## config.mk

```make
export PLATFORM = sky130hd
export DESIGN_NAME = snake_frame_scheduler_flat
export DESIGN_NICKNAME = d
export VERILOG_FILES = /design/src/rtl/snake_frame_scheduler_if.sv /design/src/rtl/snake_frame_scheduler.sv /design/src/flat_wrapper.sv
export SDC_FILE = /design/constraint.sdc
export NUM_CORES = 1
export LEC_CHECK = 0
export CORE_MARGIN = 4
export CORE_UTILIZATION = 55
export DETAILED_ROUTE_END_ITERATION = 8
export DONT_BUFFER_PORTS = 1
export GPL_ROUTABILITY_DRIVEN = 0
export PLACE_DENSITY = 0.75
export SLEW_MARGIN = 20
export SYNTH_ARGS = -nofsm -noshare
export SYNTH_HDL_FRONTEND = slang
export SYNTH_SLANG_ARGS = --single-unit
```

## constraint.sdc

```tcl
create_clock -name clock_25 -period 4.29 [get_ports clock_25]
set_clock_uncertainty 0.1 [all_clocks]
set_input_delay 0.6435 -clock clock_25 [delete_from_list [all_inputs] [get_ports clock_25]]
set_output_delay 0.6435 -clock clock_25 [all_outputs]
set_load 0.02 [all_outputs]
```

## src/rtl/snake_frame_scheduler_if.sv

```systemverilog
// +----------------------------------------------------------------------------+
// | snake_frame_scheduler_if                                                    |
// | Control, fruit and render-stream signals of the snake frame scheduler.      |
// | Revision: 1.0                                                               |
// +----------------------------------------------------------------------------+
`default_nettype none

interface snake_frame_scheduler_if #(
  parameter int SNAKE_LENGTH_BIT = 4
);
  logic                        frame_tik;
  logic                        game_run;
  logic                        restart;
  logic [1:0]                  direction;
  logic [6:0]                  fruit_x;
  logic [6:0]                  fruit_y;
  logic [6:0]                  snake_head_x;
  logic [6:0]                  snake_head_y;
  logic [SNAKE_LENGTH_BIT-1:0] snake_length;
  logic [SNAKE_LENGTH_BIT-1:0] body_count;
  logic [6:0]                  snake_body_x;
  logic [6:0]                  snake_body_y;
  logic                        fruit_eaten;
  logic                        game_over;
  logic                        busy;

  modport master (
    output frame_tik, game_run, restart, direction, fruit_x, fruit_y,
    input  snake_head_x, snake_head_y, snake_length, body_count,
           snake_body_x, snake_body_y, fruit_eaten, game_over, busy
  );

  modport slave (
    input  frame_tik, game_run, restart, direction, fruit_x, fruit_y,
    output snake_head_x, snake_head_y, snake_length, body_count,
           snake_body_x, snake_body_y, fruit_eaten, game_over, busy
  );
endinterface

`default_nettype wire

```

## src/rtl/snake_frame_scheduler.sv

```systemverilog
// +----------------------------------------------------------------------------+
// | snake_frame_scheduler                                                       |
// | Per-frame snake step (move/shift/grow/collide) and body stream to renderer. |
// | Revision: 1.0                                                               |
// +----------------------------------------------------------------------------+
`default_nettype none

module snake_frame_scheduler #(
  parameter int SNAKE_LENGTH_BIT = 4,
  parameter int SNAKE_LENGTH_MAX = 2**SNAKE_LENGTH_BIT,
  parameter int GRID_W           = 124,
  parameter int GRID_H           = 81,
  parameter int FRAMES_PER_STEP  = 8,
  parameter int INIT_LENGTH      = 3
) (
  input  wire logic clock_25,
  input  wire logic reset,
  snake_frame_scheduler_if.slave bus
);

  localparam int c_fc_w = (FRAMES_PER_STEP > 1) ? $clog2(FRAMES_PER_STEP) : 1;

  localparam logic [6:0]                  c_x_last    = 7'(GRID_W - 1);
  localparam logic [6:0]                  c_y_last    = 7'(GRID_H - 1);
  localparam logic [6:0]                  c_init_x    = 7'd62;
  localparam logic [6:0]                  c_init_y    = 7'd40;
  localparam logic [SNAKE_LENGTH_BIT-1:0] c_len_init  = SNAKE_LENGTH_BIT'(INIT_LENGTH);
  localparam logic [SNAKE_LENGTH_BIT-1:0] c_idx_last  = SNAKE_LENGTH_BIT'(SNAKE_LENGTH_MAX - 1);
  localparam logic [c_fc_w-1:0]           c_fc_last   = c_fc_w'(FRAMES_PER_STEP - 1);

  localparam logic [1:0] c_dir_up    = 2'b00;
  localparam logic [1:0] c_dir_down  = 2'b01;
  localparam logic [1:0] c_dir_left  = 2'b10;
  localparam logic [1:0] c_dir_right = 2'b11;

  localparam logic [2:0] c_st_idle   = 3'd0;
  localparam logic [2:0] c_st_move   = 3'd1;
  localparam logic [2:0] c_st_shift  = 3'd2;
  localparam logic [2:0] c_st_check  = 3'd3;
  localparam logic [2:0] c_st_stream = 3'd4;

  logic [2:0]                  r_state, w_state_next;
  logic                        r_tik_q, r_tik_qq;
  logic [6:0]                  r_head_x, r_head_y, r_next_x, r_next_y;
  logic [1:0]                  r_cur_dir;
  logic [6:0]                  r_body_x [SNAKE_LENGTH_MAX];
  logic [6:0]                  r_body_y [SNAKE_LENGTH_MAX];
  logic [SNAKE_LENGTH_BIT-1:0] r_length, r_idx, r_body_count;
  logic [c_fc_w-1:0]           r_frame_cnt;
  logic                        r_grow, r_hit, r_game_over, r_fruit_eaten;
  logic [6:0]                  r_snake_body_x, r_snake_body_y;

  logic                        w_tik_edge, w_step_due, w_reversal;
  logic [1:0]                  w_dir;
  logic [6:0]                  w_next_x, w_next_y;
  logic                        w_fruit_hit, w_grow, w_self_hit;
  logic                        w_check_last, w_stream_last;
  logic [SNAKE_LENGTH_BIT-1:0] w_count_next;
  logic                        w_busy, w_init, w_frame_adv, w_latch_move;
  logic                        w_shift_en, w_check_en, w_stream_en, w_stream_load;

  assign w_tik_edge    = r_tik_q & ~r_tik_qq;
  assign w_step_due    = bus.game_run & ~r_game_over & (r_frame_cnt == c_fc_last);
  // Same axis, other sense: a 180-degree turn is refused
  assign w_reversal    = (bus.direction[1] == r_cur_dir[1]) && (bus.direction[0] != r_cur_dir[0]);
  assign w_dir         = w_reversal ? r_cur_dir : bus.direction;
  assign w_fruit_hit   = (w_next_x == bus.fruit_x) && (w_next_y == bus.fruit_y);
  assign w_grow        = w_fruit_hit && (r_length < c_idx_last);
  assign w_self_hit    = (r_head_x == r_body_x[r_idx]) && (r_head_y == r_body_y[r_idx]);
  assign w_check_last  = (r_idx == r_length - 1'b1);
  assign w_stream_last = (r_body_count == c_idx_last);
  assign w_count_next  = (r_state == c_st_stream) ? r_body_count + 1'b1 : '0;

  always_comb begin
    w_next_x = r_head_x;
    w_next_y = r_head_y;
    case (w_dir)
      c_dir_up:    w_next_y = (r_head_y == 7'd0)     ? c_y_last : r_head_y - 1'b1;
      c_dir_down:  w_next_y = (r_head_y == c_y_last) ? 7'd0     : r_head_y + 1'b1;
      c_dir_left:  w_next_x = (r_head_x == 7'd0)     ? c_x_last : r_head_x - 1'b1;
      c_dir_right: w_next_x = (r_head_x == c_x_last) ? 7'd0     : r_head_x + 1'b1;
      default:     w_next_x = r_head_x;
    endcase
  end

  always_ff @(posedge clock_25 or negedge reset) begin
    if (!reset) r_state <= c_st_idle;
    else        r_state <= w_state_next;
  end

  always_comb begin
    w_state_next = r_state;
    case (r_state)
      c_st_idle:   if (!bus.restart && w_tik_edge)
                     w_state_next = w_step_due ? c_st_move : c_st_stream;
      c_st_move:   w_state_next = c_st_shift;
      c_st_shift:  if (r_idx == '0) w_state_next = c_st_check;
      c_st_check:  if (w_check_last) w_state_next = c_st_stream;
      c_st_stream: if (w_stream_last) w_state_next = c_st_idle;
      default:     w_state_next = c_st_idle;
    endcase
  end

  always_comb begin
    w_busy        = (r_state != c_st_idle);
    w_init        = (r_state == c_st_idle) && bus.restart;
    w_frame_adv   = (r_state == c_st_idle) && !bus.restart && w_tik_edge
                    && bus.game_run && !r_game_over;
    w_latch_move  = (r_state == c_st_move);
    w_shift_en    = (r_state == c_st_shift);
    w_check_en    = (r_state == c_st_check);
    w_stream_en   = (r_state == c_st_stream);
    w_stream_load = (w_state_next == c_st_stream);
  end

  always_ff @(posedge clock_25 or negedge reset) begin
    if (!reset) begin
      r_tik_q        <= 1'b0;
      r_tik_qq       <= 1'b0;
      r_head_x       <= c_init_x;
      r_head_y       <= c_init_y;
      r_next_x       <= c_init_x;
      r_next_y       <= c_init_y;
      r_cur_dir      <= c_dir_right;
      r_length       <= c_len_init;
      r_idx          <= '0;
      r_body_count   <= '0;
      r_frame_cnt    <= '0;
      r_grow         <= 1'b0;
      r_hit          <= 1'b0;
      r_game_over    <= 1'b0;
      r_fruit_eaten  <= 1'b0;
      r_snake_body_x <= 7'd0;
      r_snake_body_y <= 7'd0;
      for (int k = 0; k < SNAKE_LENGTH_MAX; k++) begin
        r_body_x[k] <= (k < INIT_LENGTH) ? c_init_x - 7'(k + 1) : 7'd0;
        r_body_y[k] <= (k < INIT_LENGTH) ? c_init_y : 7'd0;
      end
    end else begin
      r_tik_q       <= bus.frame_tik;
      r_tik_qq      <= r_tik_q;
      r_fruit_eaten <= 1'b0;

      if (w_init) begin
        r_head_x    <= c_init_x;
        r_head_y    <= c_init_y;
        r_cur_dir   <= c_dir_right;
        r_length    <= c_len_init;
        r_frame_cnt <= '0;
        r_game_over <= 1'b0;
        for (int k = 0; k < SNAKE_LENGTH_MAX; k++) begin
          r_body_x[k] <= (k < INIT_LENGTH) ? c_init_x - 7'(k + 1) : 7'd0;
          r_body_y[k] <= (k < INIT_LENGTH) ? c_init_y : 7'd0;
        end
      end else if (w_frame_adv) begin
        r_frame_cnt <= (r_frame_cnt == c_fc_last) ? '0 : r_frame_cnt + 1'b1;
      end

      // Growing keeps the tail: the shift then starts one slot further out
      if (w_latch_move) begin
        r_cur_dir <= w_dir;
        r_next_x  <= w_next_x;
        r_next_y  <= w_next_y;
        r_grow    <= w_grow;
        r_hit     <= w_fruit_hit;
        r_idx     <= w_grow ? r_length : r_length - 1'b1;
      end

      if (w_shift_en) begin
        if (r_idx != '0) begin
          r_body_x[r_idx] <= r_body_x[r_idx - 1'b1];
          r_body_y[r_idx] <= r_body_y[r_idx - 1'b1];
          r_idx           <= r_idx - 1'b1;
        end else begin
          r_body_x[0]   <= r_head_x;
          r_body_y[0]   <= r_head_y;
          r_head_x      <= r_next_x;
          r_head_y      <= r_next_y;
          r_length      <= r_length + {{(SNAKE_LENGTH_BIT-1){1'b0}}, r_grow};
          r_fruit_eaten <= r_hit;
        end
      end

      if (w_check_en) begin
        if (w_self_hit) r_game_over <= 1'b1;
        r_idx <= r_idx + 1'b1;
      end

      if (w_stream_en)
        r_body_count <= w_stream_last ? '0 : r_body_count + 1'b1;

      // Keeps snake_body_* aligned with body_count while streaming
      if (w_stream_load) begin
        r_snake_body_x <= r_body_x[w_count_next];
        r_snake_body_y <= r_body_y[w_count_next];
      end
    end
  end

  assign bus.snake_head_x = r_head_x;
  assign bus.snake_head_y = r_head_y;
  assign bus.snake_length = r_length;
  assign bus.body_count   = r_body_count;
  assign bus.snake_body_x = r_snake_body_x;
  assign bus.snake_body_y = r_snake_body_y;
  assign bus.fruit_eaten  = r_fruit_eaten;
  assign bus.game_over    = r_game_over;
  assign bus.busy         = w_busy;

endmodule

`default_nettype wire
```

## src/flat_wrapper.sv

```systemverilog
// flat-port wrapper written by rule: the top's interface ports become plain ports
module snake_frame_scheduler_flat 
#(
  parameter int SNAKE_LENGTH_BIT = 4,
  parameter int SNAKE_LENGTH_MAX = 2**SNAKE_LENGTH_BIT,
  parameter int GRID_W           = 124,
  parameter int GRID_H           = 81,
  parameter int FRAMES_PER_STEP  = 8,
  parameter int INIT_LENGTH      = 3
)
  (clock_25, reset, bus_frame_tik, bus_game_run, bus_restart, bus_direction, bus_fruit_x, bus_fruit_y, bus_snake_head_x, bus_snake_head_y, bus_snake_length, bus_body_count, bus_snake_body_x, bus_snake_body_y, bus_fruit_eaten, bus_game_over, bus_busy);
  snake_frame_scheduler_if #(.SNAKE_LENGTH_BIT(SNAKE_LENGTH_BIT)) bus_i ();
  input  wire logic clock_25;
  input  wire logic reset;
  input wire logic [$bits(bus_i.frame_tik)-1:0] bus_frame_tik;
  input wire logic [$bits(bus_i.game_run)-1:0] bus_game_run;
  input wire logic [$bits(bus_i.restart)-1:0] bus_restart;
  input wire logic [$bits(bus_i.direction)-1:0] bus_direction;
  input wire logic [$bits(bus_i.fruit_x)-1:0] bus_fruit_x;
  input wire logic [$bits(bus_i.fruit_y)-1:0] bus_fruit_y;
  output wire logic [$bits(bus_i.snake_head_x)-1:0] bus_snake_head_x;
  output wire logic [$bits(bus_i.snake_head_y)-1:0] bus_snake_head_y;
  output wire logic [$bits(bus_i.snake_length)-1:0] bus_snake_length;
  output wire logic [$bits(bus_i.body_count)-1:0] bus_body_count;
  output wire logic [$bits(bus_i.snake_body_x)-1:0] bus_snake_body_x;
  output wire logic [$bits(bus_i.snake_body_y)-1:0] bus_snake_body_y;
  output wire logic [$bits(bus_i.fruit_eaten)-1:0] bus_fruit_eaten;
  output wire logic [$bits(bus_i.game_over)-1:0] bus_game_over;
  output wire logic [$bits(bus_i.busy)-1:0] bus_busy;
  assign bus_i.frame_tik = bus_frame_tik;
  assign bus_i.game_run = bus_game_run;
  assign bus_i.restart = bus_restart;
  assign bus_i.direction = bus_direction;
  assign bus_i.fruit_x = bus_fruit_x;
  assign bus_i.fruit_y = bus_fruit_y;
  assign bus_snake_head_x = bus_i.snake_head_x;
  assign bus_snake_head_y = bus_i.snake_head_y;
  assign bus_snake_length = bus_i.snake_length;
  assign bus_body_count = bus_i.body_count;
  assign bus_snake_body_x = bus_i.snake_body_x;
  assign bus_snake_body_y = bus_i.snake_body_y;
  assign bus_fruit_eaten = bus_i.fruit_eaten;
  assign bus_game_over = bus_i.game_over;
  assign bus_busy = bus_i.busy;
  snake_frame_scheduler #(.SNAKE_LENGTH_BIT(SNAKE_LENGTH_BIT), .SNAKE_LENGTH_MAX(SNAKE_LENGTH_MAX), .GRID_W(GRID_W), .GRID_H(GRID_H), .FRAMES_PER_STEP(FRAMES_PER_STEP), .INIT_LENGTH(INIT_LENGTH)) u_core (.clock_25(clock_25), .reset(reset), .bus(bus_i));
endmodule
```

After elaboration in Yosys (flattened, before gate mapping)
Index checks and enable logic that the tools add are counted.
Cells by class
  muxes and demuxes: 69
  reduce and logical (&&, ||, !) cells: 22
  add/subtract/negate cells: 10
  eq/ne operators: 19
  bitwise logic cells: 8
  magnitude comparators: 5
Operators by type and width (count)
  112-bit two-way mux: 4
  112-bit bitwise mux: 2
  105-bit two-way mux: 2
  7-bit two-way mux: 25
  7-bit binary-select mux with 4-bit select: 6
  4-bit two-way mux: 10
  7-bit demux with 4-bit select: 1
  7-bit equality test: 4
  7-bit case mux with 2 select lines: 2
  3-bit two-way mux: 8
  5-bit >= comparator (second input constant): 3
  4-bit NOT with 5-bit output: 3
  3-bit case mux with 5 select lines: 1
  7-bit by 1-bit adder with 7-bit output (second input constant): 2
  7-bit equality test (second input constant): 2
  7-bit zero test: 2
  7-bit by 1-bit subtractor with 7-bit output (second input constant): 2
  1-bit logical AND: 11
  3-bit equality test (second input constant): 3
  4-bit by 1-bit adder with 4-bit output (second input constant): 2
  4-bit by 1-bit subtractor with 4-bit output (second input constant): 2
  3-bit by 2-bit equality test with 1-bit output (second input constant): 2
  2-bit two-way mux: 3
  5-bit by 1-bit < comparator with 1-bit output (second input constant): 1
  20 further kinds: 30
Word-level totals
  output and inout bits: 39
  flip-flop bits (word level): 292

Depth between registers and ports, before layout
Gate-level depths: netlist of run 1.
  depth in word-level cells: 13
  depth in mapped cells: 13

Worst setup path after synthesis of run 1
OpenSTA, ideal clock, no wires.
  kind: register to register
  start point: reg u_core.r_idx[0]
  end point: reg u_core.r_body_y[84] in the netlist's numbering
  required time: 4.050 ns
  clock period less this slack: 3.561 ns
  data arrival time: 3.321 ns
  slack: 0.729 ns
  buffers on the path: 7
  stages on the path, launching flop included: 14
  library setup time: 0.140 ns
  cell sequence: dfrtp_1 -> buf_4 -> buf_2 -> buf_2 -> inv_1 -> ha_1 -> clkbuf_1 -> clkbuf_1 -> clkbuf_1 -> mux4_2 -> mux4_2 -> clkbuf_1 -> nand2_1 -> o21ai_0
Between the ends
  longest elaborated chain between the ends: 8
Ends and longest elaborated chain
  start: declaration: line snake_frame_scheduler.sv:48  | logic [SNAKE_LENGTH_BIT-1:0] r_length, r_idx, r_body_count;
  start signal: assignment: line snake_frame_scheduler.sv:166  | r_idx <= w_grow ? r_length : r_length - 1'b1;
  start signal: assignment: line snake_frame_scheduler.sv:173  | r_idx <= r_idx - 1'b1;
  start signal: assignment: line snake_frame_scheduler.sv:186  | r_idx <= r_idx + 1'b1;
  4-bit by 1-bit subtractor with 4-bit output / 4-bit NOT with 5-bit output (equally long branches): line snake_frame_scheduler.sv:172  | r_body_y[r_idx] <= r_body_y[r_idx - 1'b1];
  4-bit NOT with 5-bit output (implied by the code) (tied with other cells): line snake_frame_scheduler.sv:172
  7-bit binary-select mux with 4-bit select / 1-bit logical AND (equally long branches): line snake_frame_scheduler.sv:172
  7-bit two-way mux (implied by the code): line snake_frame_scheduler.sv:172
  7-bit two-way mux (implied by the code) / 7-bit demux with 4-bit select (equally long branches): line snake_frame_scheduler.sv:172
  112-bit bitwise mux: line snake_frame_scheduler.sv:172
  105-bit two-way mux (*): line snake_frame_scheduler.sv:170  | if (r_idx != '0) begin
  112-bit two-way mux (*): line snake_frame_scheduler.sv:169  | if (w_shift_en) begin
  end signal: indexed assignment: line snake_frame_scheduler.sv:137  | r_body_y[k] <= (k < INIT_LENGTH) ? c_init_y : 7'd0;
  end signal: indexed assignment: line snake_frame_scheduler.sv:153  | r_body_y[k] <= (k < INIT_LENGTH) ? c_init_y : 7'd0;
  end signal: indexed assignment: line snake_frame_scheduler.sv:172
  end: declaration: line snake_frame_scheduler.sv:47  | logic [6:0] r_body_y [SNAKE_LENGTH_MAX];
Every way passes the cells marked *; elsewhere a longest branch is shown, timed or not. The select of a mux whose other input is x is not followed.
A chain may end at the register's enable or synchronous reset.

Worst setup path in the final report of run 1
  start point: reg u_core.r_head_y[1] (netlist: u_core.bus.snake_head_y[1])
  end point: reg u_core.r_idx[3]
Between the ends
  longest elaborated chain between the ends: 11
Ends and longest elaborated chain
  start: declaration: line snake_frame_scheduler.sv:44  | logic [6:0] r_head_x, r_head_y, r_next_x, r_next_y;
  start signal: assignment: line snake_frame_scheduler.sv:121  | r_head_y <= c_init_y;
  start signal: assignment: line snake_frame_scheduler.sv:146  | r_head_y <= c_init_y;
  start signal: assignment: line snake_frame_scheduler.sv:178  | r_head_y <= r_next_y;
  7-bit by 1-bit adder with 7-bit output (tied with other cells): line snake_frame_scheduler.sv:79  | c_dir_down: w_next_y = (r_head_y == c_y_last) ? 7'd0 : r_head_y + 1'b1;
  7-bit two-way mux (on tied branches): line snake_frame_scheduler.sv:79, snake_frame_scheduler.sv:78
  7-bit case mux with 2 select lines (*): line snake_frame_scheduler.sv:77  | case (w_dir)
  7-bit equality test (*): line snake_frame_scheduler.sv:67  | assign w_fruit_hit = (w_next_x == bus.fruit_x) && (w_next_y == bus.fruit_y);
  1-bit logical AND (*): line snake_frame_scheduler.sv:67
  1-bit logical AND (*): line snake_frame_scheduler.sv:68  | assign w_grow = w_fruit_hit && (r_length < c_idx_last);
  4-bit two-way mux (*): line snake_frame_scheduler.sv:166
  4-bit two-way mux (*): line snake_frame_scheduler.sv:160  | if (w_latch_move) begin
  4-bit two-way mux: line snake_frame_scheduler.sv:170
  4-bit two-way mux (*): line snake_frame_scheduler.sv:169
  4-bit two-way mux (*): line snake_frame_scheduler.sv:184  | if (w_check_en) begin
Every way passes the cells marked *; elsewhere a longest branch is shown, timed or not.

==> results_dict.tcl, run 1 <==
set metrics [dict create \
    chipWidth_um 193 \
    clock.fmax_mhz 265 \
    htreeDepth 1 \
    tightest_slew_ns 1.10 \
    min_period_ns 3.77 \
    postCtsSetupBuffers 0 \
    synth.area.top_cells "dfrtp_1 (34%), mux4_2 (22%), nand2_1 (9.5%)" \
    ys_seq_area_frac 0.392 \
    cts-hold-fix-buffers 1 \
    swShare 0.348 \
    cts_resized 0 \
    syn_to_final_growth_pct 7.65 \
    cp.arrival_ns 4.10 \
    drt_wl_total_um 55600 \
    track_usage 0.300 \
    relSlewSlack 0.266 \
    insertion_delay_ns 0.59 \
    tns_ns 0 \
    cpPeakStageDelay_ns 0.58 \
    synth-edff-count 0 \
    synth_warnings 0 \
    ys.flop_type "dfrtp_1" \
    cp_slowest_cell "nor3b_2" \
    rsz0062_at_grt "false" \
    drive_gt1_frac 0.214 \
    yosysTopAreaCellShare 0.339 \
    avgSynthCellArea_sq_um 9.89 \
    finalCritPeriodShare 0.880 \
    maxCapViolCount 0 \
    hpwl_um 34600 \
    cp_max_fo 12 \
    fin_nets 1840 \
    io_pins 60 \
    n_antenna_cell 0 \
    routedWlPerCell_um 24.4 \
    grt_start_max_net_pins 293 \
    die_h_um 193 \
    port_buffers 0 \
    antenna_found_initial 0 \
    antenna_left 0 \
    p_int_uw 5320 \
    syn-instance-count 1895 \
    violations "negative hold slack" \
    synth-seq-cells 292 \
    synth_common_cells "nand2_1 (474), o21ai_0 (259), dfrtp_1 (254)" \
    p_leak_uw 0.00764 \
    rows 67 \
    pwr-share-clk 0.330 \
    clk_path_buf_depth 3 \
    async_flop_share 1.00 \
    worstSetupStartpointType "flip-flop" \
    synth_nets 1932 \
    cpMostUsedCell "a211oi_1" \
    p_sw_uw 2840 \
    yosysTopAreaCell "dfrtp_1" \
    slew_violations 0 \
    cts_tree "yes" \
    path_clk_slew_ns 0.06 \
    netlist_area_sq_um 18700 \
    grt_pass1_vias 15400 \
    grt_overflow 0 \
    cts_num_sinks 292 \
    cts_buffers 31 \
    dieArea_sq_um 37100 \
    timing.hold.ws_ns -0.335 \
    drc_errors 0 \
    clock-root-buffer "clkbuf_16" \
    worstPathRequired_ns 4.61 \
    power_density_nw_per_um2 405 \
    power.total_uw 8160 \
    p_comb_frac 0.294 \
    synth_cell_types 72 \
    critical_path.cell_chain "inv_1, ha_1, nor3b_2, a211oi_1, a2111oi_0, a311oi_1, a211oi_1, nor4b_4, and4b_1, a211oi_2" \
    core_area_sq_um 33500 \
    grt_pass1_wl_um 86900 \
    crit_type "reg2reg" \
    drt_iter0_markers 1860 \
    worstSetupEndpointType "flip-flop" \
    finalSetupViolCount 0 \
    hold_viol 279 \
    p_seq_frac 0.375 \
    synth.most_common_cell "nand2_1" \
    hold_path.class "in2async" \
    vias_per_cell 6.92 \
    vias 15800 \
    outcome "complete, but fails checks" \
    start_util 0.559 \
    firstDrtPassIters 6 \
    vdd_ir_drop_max_mv 0.417 \
]
[worst paths after layout]
path	start	endpoint	slack, ns	cells past startpoint
worst max-delay path	u_core.bus.snake_head_y[1]$_DFF_PN0_	u_core.r_idx[3]$_DFF_PN0_	0.52	10
worst min-delay path	reset	u_core.r_next_y[1]$_DFFE_PN0P_	-0.33	0
worst max register to register	u_core.bus.snake_head_y[1]$_DFF_PN0_	u_core.r_idx[3]$_DFF_PN0_	0.52	10
worst min register to register	u_core.r_tik_q$_DFF_PN0_	u_core.r_tik_qq$_DFF_PN0_	0.28	0
max in group asynchronous	reset	u_core.r_idx[1]$_DFF_PN0_	3.67	0
min in group clock_25	bus_direction[1]	u_core.r_next_x[2]$_DFFE_PN1P_	0.16	2
[logic make-up (layout without fill, tap and decap cells)]
group / Yosys count / in the layout / share of synthesized area
XOR/XNOR: 39 / 39 / 0.0192
AO/OA/AOI/OAI: 422 / 422 / 0.134
flip-flops: 292 / 292 / 0.392
buffers and inverters: 194 / 126 / 0.0419
AND/OR/NAND/NOR: 720 / 720 / 0.164
adder cells (fa/ha/maj): 16 / 16 / 0.0107
multiplexers: 212 / 212 / 0.237
[metrics by stage]
stage	worst slack (ns)	util	instances	instance area, sq um
floorplan	0.729	-	1895	18700
global placement	0.772	0.571	2217	19100
detailed placement	0.669	0.571	2217	19100
CTS	0.635	0.602	2275	20200
global route	0.279	0.602	2275	20200
finish	0.517	0.602	2275	20200
[cells in the final DEF (no fill, tap or decap), drive strengths merged, types with 8 or more instances in the layout]
cell type | Yosys | routed
nand2 | 474 | 474
o21ai | 259 | 259
dfrtp | 254 | 254
mux4 | 182 | 182
nor2 | 98 | 98
buf | 46 | 49
clkbuf | 129 | 49
a21oi | 42 | 42
dfstp | 38 | 38
nor3 | 30 | 30
xnor2 | 27 | 27
nand3 | 26 | 26
a211oi | 22 | 22
inv | 19 | 20
mux2 | 20 | 20
o221ai | 18 | 18
nor2b | 17 | 17
ha | 16 | 16
nand4 | 15 | 15
o311ai | 14 | 14
xor2 | 12 | 12
o31ai | 10 | 10
mux2i | 10 | 10
a31oi | 8 | 8
[power by group through the flow]
stage                     logic, uW  clock network (uW)  registers [uW]
after floorplan                1630                   0            3060
after global placement         2300                   0            3110
after detailed placement       2340                   0            3110
after CTS                      2350                2720            3060
after global routing           2530                2850            3080
final                          2400                2700            3060
[sequential cells by signal, summed over array words and instances (netlist names), 2 cells and up]
register / flops
u_core.r_next_y: 7
u_core.r_body_y: 112
u_core.r_state: 3
u_core.r_idx: 4
u_core.r_body_x: 112
u_core.bus.body_count: 4
u_core.bus.snake_length: 4
u_core.bus.snake_head_x: 7
u_core.bus.snake_body_x: 7
u_core.bus.snake_head_y: 7
u_core.bus.snake_body_y: 7
u_core.r_next_x: 7
u_core.r_cur_dir: 2
u_core.r_frame_cnt: 3
[final cells by class]
| class | count | area (sq um) |
|---|---|---|
| clock buffer | 49 | 943 |
| clock inverter | 8 | 87.6 |
| fill | 2620 | 13400 |
| inverter | 19 | 71.3 |
| multi-input combinational | 1409 | 10700 |
| sequential | 292 | 7360 |
| tap | 448 | 561 |
| timing repair buffer | 50 | 440 |
[critical path: cells and delay by family (launching register included)]
kind	cells	cell delay (ns)
DFF	1	0.55
AOI/OAI and AO/OA	5	1.09
and+or+nand+nor	3	1.42
buffers and inverters	1	0.23
adders and majority gates	1	0.21
[per-layer routing]
layer,share of wire,wire (um),track usage
met1,0.36,20200,0.391
met2,0.47,25900,0.484
met3,0.11,6350,0.0620
met4,0.056,3120,0.145
met5,0,0,0
(Power assumes the default switching activity.)
==> run 2, diff against run 1 <==
Settings changed: ABC_AREA from default to 1, CELL_PAD_IN_SITES_DETAIL_PLACEMENT from default to 1, CELL_PAD_IN_SITES_GLOBAL_PLACEMENT from default to 1, CORE_UTILIZATION 55 to 48, PLACE_DENSITY 0.75 to 0.86.
==> run 2 against run 1 <==
The run still ends with negative hold slack left. Non-clock buffer count shrank 1. Flip-flop and latch count is the same. Final cell count grew 35%. Largest cell class unchanged. Sequential power grew 3%.
==> results_dict.tcl, run 2 <==
set metrics [dict create \
    outcome "complete, but fails checks" \
    violations "negative hold slack" \
    ys.flop_type "dfrtp_1" \
    finalCritPeriodShare 0.775 \
    cts_resized 0 \
    crit-reg2reg-launch "u_core.bus.snake_head_y[0]$_DFF_PN0_" \
    io_pins 60 \
    timing.hold.ws_ns -0.326 \
    hpwl_um 48600 \
    synth_warnings 0 \
    path_clk_slew_ns 0.06 \
    worstSetupStartpointType "flip-flop" \
    vias 20800 \
    yosysTopAreaCellShare 0.334 \
    clock-root-buffer "clkbuf_16" \
    synth_cell_types 49 \
    fillers 4975 \
    slew_violations 0 \
    synth_fa_ha_area_frac 0.0105 \
    yosys.area_share.simple 0.212 \
    drc_errors 0 \
    cts_tree "yes" \
    yosysTopAreaCell "dfrtp_1" \
    track_usage 0.361 \
    vias_per_cell 6.76 \
    finalSetupViolCount 0 \
    p_leak_uw 0.00860 \
    avgSynthCellArea_sq_um 7.16 \
    htreeDepth 2 \
    chipWidth_um 207 \
    n_antenna_cell 0 \
    synth.area.top_cells "dfrtp_1 (33%), o21ai_0 (15%), nand3_1 (8.7%)" \
    clock.fmax_mhz 301 \
    grt_overflow 0 \
    maxCapViolCount 0 \
    layout_common_cells "o21ai_0 (572), nand3_1 (331), nand2_1 (258)" \
    relSlewSlack 0.262 \
    cts-hold-fix-buffers 1 \
    cp.arrival_ns 3.68 \
    grt_pass1_vias 21500 \
    synth_nets 2697 \
    multi_input_area_sq_um 9720 \
    worstPathRequired_ns 4.65 \
    muxShareOfSynthArea 0 \
    rows 72 \
    async_flop_share 1.00 \
    drt_iter0_markers 2493 \
    antenna_found_initial 0 \
    grt_start_max_net_pins 293 \
    synth_xor_area_frac 0.00683 \
    synth-edff-count 0 \
    vdd_ir_drop_max_mv 0.554 \
    rsz0062_at_grt "false" \
    numPlacedInstances 3007 \
    synth_compound_area_frac 0.280 \
    dieArea_sq_um 42900 \
    startpoint "u_core.bus.snake_head_y[0]$_DFF_PN0_" \
    stdcell_area_sq_um 20500 \
    stdcell_count 3075 \
    hold_viol 256 \
    insertion_delay_ns 0.57 \
    drive_gt1_frac 0.0806 \
    core_area_sq_um 38900 \
    min_period_ns 3.32 \
    syn_to_final_growth_pct 7.38 \
    syn-instance-count 2660 \
    drt_wl_total_um 80200 \
    tns_ns 0 \
    cts_num_sinks 292 \
    top_regs "u_core.r_body_x: 112 flops, u_core.r_body_y: 112 flops" \
    fin_nets 2566 \
    tightest_slew_ns 1.11 \
    power_density_nw_per_um2 485 \
    place_area_sq_um 19100 \
    crit_type "reg2reg" \
    hold_path.class "in2async" \
    firstDrtPassIters 6 \
    postCtsSetupBuffers 0 \
    cp_max_fo 11 \
    port_buffers 0 \
    synth_top_family_by_area "compound AO/OA/AOI/OAI gates" \
    seq_area_sq_um 7360 \
    start_util 0.489 \
    worstSetupEndpointType "flip-flop" \
    mostFrequentLayoutCell "o21ai_0" \
    clk_path_buf_depth 3 \
    routedWlPerCell_um 26.1 \
    ys_seq_area_frac 0.386 \
    synth.most_common_cell "o21ai_0" \
    fin_util 0.526 \
    netlist_area_sq_um 19000 \
    grt_pass1_wl_um 125000 \
    cts_buffers 37 \
    synth_common_cells "o21ai_0 (572), nand3_1 (331), nand2_1 (260)" \
    antenna_left 0 \
    synth-seq-cells 292 \
    die_h_um 207 \
]
==> run 2: critical path: stages, from the launching register on <==
cell and delay [ns]:
dfrtp_1 0.72, inv_1 0.33, ha_1 0.34, nand2_1 0.10, nor2_2 0.06, nand2_2 0.15, nand2_1 0.07, nand3_1 0.09
nand3_1 0.09, nand2_1 0.13, nand2_1 0.08, nor2_2 0.13, nand2_1 0.08, nor2_2 0.14, nand3_2 0.17, nand2_1 0.13
nand2_1 0.06, nand2_1 0.06, nand2_1 0.06, nand2_1 0.07, nand2_1 0.05
==> run 2: logic make-up (layout without fill, tap and decap cells) <==
group,after synthesis,in the layout
buffers and inverters,466,363
flip-flops,292,292
AO/OA/AOI/OAI,1004,1004
adder cells (fa/ha/maj),16,16
AND/OR/NAND/NOR,868,868
XOR/XNOR,14,14
==> run 2: cell type report <==
| type | instances | share of cell area |
|---|---|---|
| well taps | 518 | 0.0317 |
| repair buffers | 49 | 0.0218 |
| flip-flops and latches | 292 | 0.360 |
| clock buffers | 53 | 0.0527 |
| inverters | 247 | 0.0460 |
| multi-input cells | 1902 | 0.475 |
| clock inverters | 14 | 0.0124 |
==> run 2: worst paths after layout <==
check	cells after the start	end	slack, ns
worst max-delay path	20	u_core.r_idx[1]$_DFF_PN0_	0.97
worst min-delay path	0	u_core.r_body_x[48]$_DFF_PN0_	-0.33
worst max register to register	20	u_core.r_idx[1]$_DFF_PN0_	0.97
worst min register to register	0	u_core.r_tik_qq$_DFF_PN0_	0.33
max in group asynchronous	0	u_core.r_idx[0]$_DFF_PN0_	3.87
min in group clock_25	3	u_core.r_next_y[3]$_DFFE_PN1P_	0.20
==> run 2: metrics by stage <==
stage	worst slack (ns)	power, uW
floorplan	1.25	5120
global placement	1.18	6190
detailed placement	1.02	6310
CTS	1.01	9800
global route	0.657	10300
finish	0.965	9910
==> run 2: power by group <==
group	total, uW	switching (uW)	internal, uW
Clock	3490	1310	2170
Combinational	3270	2420	850
Sequential	3160	294	2860
==> run 2: metal layers <==
| layer | vias to the layer above | GRT usage | routed length [um] | part of all wire |
|---|---|---|---|---|
| met2 | 1196 | 0.577 | 36800 | 0.46 |
| li1 | 8983 | - | - | - |
| met4 | 0 | 0.213 | 5100 | 0.064 |
| met1 | 10200 | 0.444 | 30200 | 0.38 |
| met3 | 373 | 0.0900 | 8080 | 0.10 |
| met5 | - | 0 | 0 | 0 |
